==> src/rtl/edge_detect_multi.sv <==
// Multi-channel edge detector: per-channel synchroniser, optional stability filter,
// mode-selected edge pulse, sticky flag and saturating event counter.
module edge_detect_multi #(
    parameter int CH            = 4,
    parameter int SYNC_STAGES   = 2,
    parameter int FILTER_CYCLES = 0,
    parameter int CNT_W         = 8
) (
    input  logic                  clk,
    input  logic                  rst,
    input  logic [CH-1:0]         signal,
    input  logic [2*CH-1:0]       mode,
    input  logic [CH-1:0]         sticky_clr,
    input  logic [CH-1:0]         cnt_clr,
    output logic [CH-1:0]         level,
    output logic [CH-1:0]         event_pulse,
    output logic [CH-1:0]         event_sticky,
    output logic                  any_event,
    output logic [CH*CNT_W-1:0]   edge_cnt
);

    localparam int              FW      = (FILTER_CYCLES > 0) ? $clog2(FILTER_CYCLES + 1) : 1;
    localparam logic [FW-1:0]   F_MAX   = FW'(FILTER_CYCLES);
    localparam logic [CNT_W-1:0] CNT_MAX = '1;

    for (genvar i = 0; i < CH; i++) begin : g_ch
        logic [SYNC_STAGES-1:0] sync_q;
        logic [FW-1:0]          fcnt;
        logic                   level_q;
        logic                   pulse_q;
        logic                   sticky_q;
        logic [CNT_W-1:0]       cnt_q;
        logic                   sync_out;
        logic                   accept;
        logic                   match;
        logic [1:0]             ch_mode;

        assign sync_out = sync_q[SYNC_STAGES-1];
        assign ch_mode  = mode[2*i +: 2];
        // fcnt never exceeds F_MAX: reaching it while still different forces acceptance
        assign accept   = (sync_out != level_q) && (fcnt == F_MAX);
        assign match    = sync_out ? ch_mode[0] : ch_mode[1];

        always_ff @(posedge clk) begin
            if (rst) begin
                sync_q   <= '0;
                fcnt     <= '0;
                level_q  <= 1'b0;
                pulse_q  <= 1'b0;
                sticky_q <= 1'b0;
                cnt_q    <= '0;
            end else begin
                // NOTE: non-blocking assignments throughout, so every stage reads its pre-edge neighbour.
                sync_q[0] <= signal[i];
                for (int k = 1; k < SYNC_STAGES; k++) begin
                    sync_q[k] <= sync_q[k-1];
                end

                if (sync_out == level_q) begin
                    fcnt <= '0;
                end else if (accept) begin
                    level_q <= sync_out;
                    fcnt    <= '0;
                end else begin
                    fcnt <= fcnt + 1'b1;
                end

                pulse_q <= accept & match;

                // set wins over clear
                if (pulse_q) begin
                    sticky_q <= 1'b1;
                end else if (sticky_clr[i]) begin
                    sticky_q <= 1'b0;
                end

                if (cnt_clr[i]) begin
                    cnt_q <= pulse_q ? CNT_W'(1) : '0;
                end else if (pulse_q && (cnt_q != CNT_MAX)) begin
                    cnt_q <= cnt_q + 1'b1;
                end
            end
        end

        assign level[i]                    = level_q;
        assign event_pulse[i]              = pulse_q;
        assign event_sticky[i]             = sticky_q;
        assign edge_cnt[i*CNT_W +: CNT_W]  = cnt_q;
    end

    assign any_event = |event_pulse;

endmodule

==> config.mk <==
export PLATFORM = sky130hd
export DESIGN_NAME = edge_detect_multi
export DESIGN_NICKNAME = d
export VERILOG_FILES = /design/src/rtl/edge_detect_multi.sv
export SDC_FILE = /design/constraint.sdc
export NUM_CORES = 1
export LEC_CHECK = 0
export ABC_AREA = 1
export CAP_MARGIN = 20
export CORE_MARGIN = 2
export CORE_UTILIZATION = 35
export CTS_CLUSTER_DIAMETER = 80
export DETAILED_ROUTE_END_ITERATION = 12
export PLACE_DENSITY = 0.71
export REMOVE_ABC_BUFFERS = 1
export SLEW_MARGIN = 10
export SYNTH_ARGS = -nofsm -noshare
export SYNTH_HDL_FRONTEND = slang
export SYNTH_SLANG_ARGS = --single-unit
==> constraint.sdc <==
create_clock -name clk -period 1.1 [get_ports clk]
set_input_delay 0.22 -clock clk [delete_from_list [all_inputs] [get_ports clk]]
set_output_delay 0.22 -clock clk [all_outputs]
set_load 0.02 [all_outputs]
==> results.toml <==
[logic_synthesis]
async_flop_share_pct = 0
synth-edff-count = 0
ys_seq_area_share_pct = 40.6
synth.area.top_cells = "dfxtp_1 41%, inv_1 9.7%, nand2_1 8.7%, nand3_1 8.0%, a21oi_1 7.1%"
synth_mux_area_share_pct = 0
synth-compound-area-share_pct = 11.3
synth_top_cells_by_count = "71 x inv_1, 64 x nand2_1, 56 x dfxtp_1"
synthXorXnorAreaFrac_pct = 0
postSynthRegisterBits = 56
synthesized_instance_count = 399
synth_largest_area_cell = "dfxtp_1"
yosysWarningCount = 0
syn-mean-instance-area_um2 = 6.91
post_synth_and_or_nand_nor_area_fraction_pct = 32.2
largest_family_of_logic_cells_by_synthesized_area = "simple AND/OR/NAND/NOR gates"
synth.top_cell.area_share_pct = 40.6
yosys.cell_count.top_type = "inv_1"
synth-adder-area-share_pct = 1.81
post_synth_instance_area_um2 = 2760
synthFlopType = "dfxtp_1"
yosysUniqueCellTypes = 23

[finish]
flip_flop_and_latch_area_um2 = 1180
multiInputGateArea_um2 = 1730
area.growth.synth_to_final_pct = 68.7
count_of_antenna_diodes_in_the_layout = 0
filler_cell_count = 708
finish.cell_count_without_fillers = 647
drive_gt1_share_pct = 50.8
layout.cell_area.non_filler_um2 = 4650
final_nets = 570

[drt]
via_count = 3067
drt_iter0_markers = 74
route.detailed.drc = 0
routed_via_density = 4.74
wirelength_um = 8320
ant_nets = 0
detailedRoute.firstPassIterationCount = 7
route.detailed.wl_per_inst_um = 12.9

[power_and_ir_drop]
totalPowerFinal_mw = 4.16
areal_power_density_over_the_cells_nw_per_um2 = 893
power.ir.vdd_worst_mv = 0.707
cell_leakage_power_nw = 2.12

[placement]
io_buffer_count = 66
hpwlAfterDp_um = 5630
globalplace.congestion = 0.871
detailed_place.area_um2 = 3970
pre_cts_ws_ns = -0.419
post-place-cells = 623

[clock_tree]
cts_hold_repair.buffers = 0
insertion_delay_ns = 0.31
clock_slew_at_the_register_clock_pins_of_the_worst_setup_and_hold_paths_ns = 0.11
cts_inserted_buffers = 5
numClockSinks = 56
clock_tree_from_tritoncts = "built"
cts-root-buf = "clkbuf_8"
max-clock-path-buffers = 2
maximum_level_of_the_cts_h_tree = 2

[global_routing]
antenna_found_initial = 0
maximum_number_of_pins_on_one_net_before_global_route_repair = 18
number_of_global_route_vias_before_repair = 3063
track_usage_pct = 18.6
grt_pass1_wl_um = 13200
globalRoute.totalOverflow = 0

[timing]
final.min_clock_period_ns = 1.26
total_of_endpoints_with_negative_setup_slack_in_the_final_report = 42
timing.final.max_slew_violations = 0
rsz0062_at_grt = "true"
finalWorstSetupSlack_ns = -0.161
share_of_the_cycle_needed_by_the_critical_path_after_routing_pct = 115
upper_clock_frequency_limit_ghz = 0.793
skew_ns = 0.00762
hold_viol = 0

[die]
design.core.area_um2 = 7690
floorplan.rows = 32
fp.dieH_um = 92.8
start_util_pct = 35.9
floorplan.die_area_um2 = 8610
io-pin-count = 67
fp.dieW_um = 92.8

[status]
run_status = "finished, violations left"
failing_checks = "negative setup slack"

[job]
maxCapViolCount = 0

[setup_path]
cp_startpoint_kind = "flop"
critical_path_class = "reg -> reg"
worst-endpoint-required_ns = 1.31
cp-end-kind = "flop"
crit_path_arrival_time_ns = 1.47
crit_path_max_fanout = 6

[min_path]
classification_of_the_worst_slack_hold_path = "in -> reg"
-- routing by layer --
| metal | GRT usage (%) | part of all wire, % | routed length [um] | vias to the layer above |
|---|---|---|---|---|
| li1 | - | - | - | 1546 |
| met1 | 21.0 | 41 | 3400 | 1437 |
| met2 | 35.6 | 53 | 4440 | 67 |
| met3 | 3.42 | 3.8 | 313 | 17 |
| met4 | 4.66 | 2.0 | 167 | 0 |
| met5 | 0 | 0 | 0 | - |
-- state kept, by name (all words and copies together), names as in the netlist --
name and flops:
g_ch.cnt_q 32, g_ch.fcnt 4, g_ch.level_q 4, g_ch.sticky_q 4, g_ch.sync_q 8, g_ch.pulse_q 4
-- per-stage QoR --
step	util [%]	hold slack, ns	setup TNS [ns]
floorplan	-	0.289	-7.55
global placement	51.6	0.394	-12.68
detailed placement	51.6	0.401	-13.32
CTS	55.6	0.401	-2.70
global route	60.5	0.410	-5.44
finish	60.5	0.410	-3.12
-- final cells by class --
class	count	share of cell area, %
Tap cell	102	2.74
Multi-Input combinational cell	257	37.2
Clock buffer	5	1.48
Sequential cell	56	25.4
Inverter	72	5.97
Timing Repair Buffer	152	26.2
Clock inverter	3	0.914
-- cell families (layout without fill, tap and decap cells) --
group / after synthesis / after routing
fa+ha+maj: 4 / 4
simple gates: 189 / 189
buf+inv: 89 / 232
flops: 56 / 56
other cells: 1 / 4
compound gates: 60 / 60
-- where the power goes --
group | switching, mW | internal, mW | total, mW
registers | 0.0446 | 2.07 | 2.12
clock network | 0.705 | 0.676 | 1.38
logic | 0.348 | 0.310 | 0.657
total | 1.10 | 3.06 | 4.16
-- repair_timing --
item	CTS	global route
setup buffers	13	3
pin swaps	26	34
setup endpoints to repair	79	65
gates resized for setup	279	111
-- final timing paths --
path / start / cells after the start / to / slack (ns)
min reg2reg: g_ch[1].sync_q[0] / 2 / g_ch[1].sync_q[1] / 0.42
min: signal[0] / 3 / g_ch[0].sync_q[0] / 0.41
max: g_ch[3].cnt_q[1] / 8 / g_ch[3].cnt_q[5] / -0.16
max reg2reg: g_ch[3].cnt_q[1] / 8 / g_ch[3].cnt_q[5] / -0.16
-- layout by cell type, fill, tap and decap left out, types with 11 or more instances in the layout --
cell and count:
nand3_2 11, a21oi_2 20, nand3_1 32, nand2_2 17, nor2_1 34, inv_1 64
dfxtp_1 24, buf_6 22, a21oi_1 22, nand2_4 13, buf_4 87, dfxtp_2 23
buf_2 22, nand2_1 43, clkdlybuf4s50_1 21
-- worst max-delay path, cell delays in order (launching register included) --
cell and delay, ns:
dfxtp_4 0.39, ha_4 0.15, nand2_4 0.06, nor2_4 0.11, nand2_4 0.11, nand2_8 0.11, nand2_8 0.08, nor2_4 0.12
a21oi_2 0.03
(Power assumes the default switching activity.)
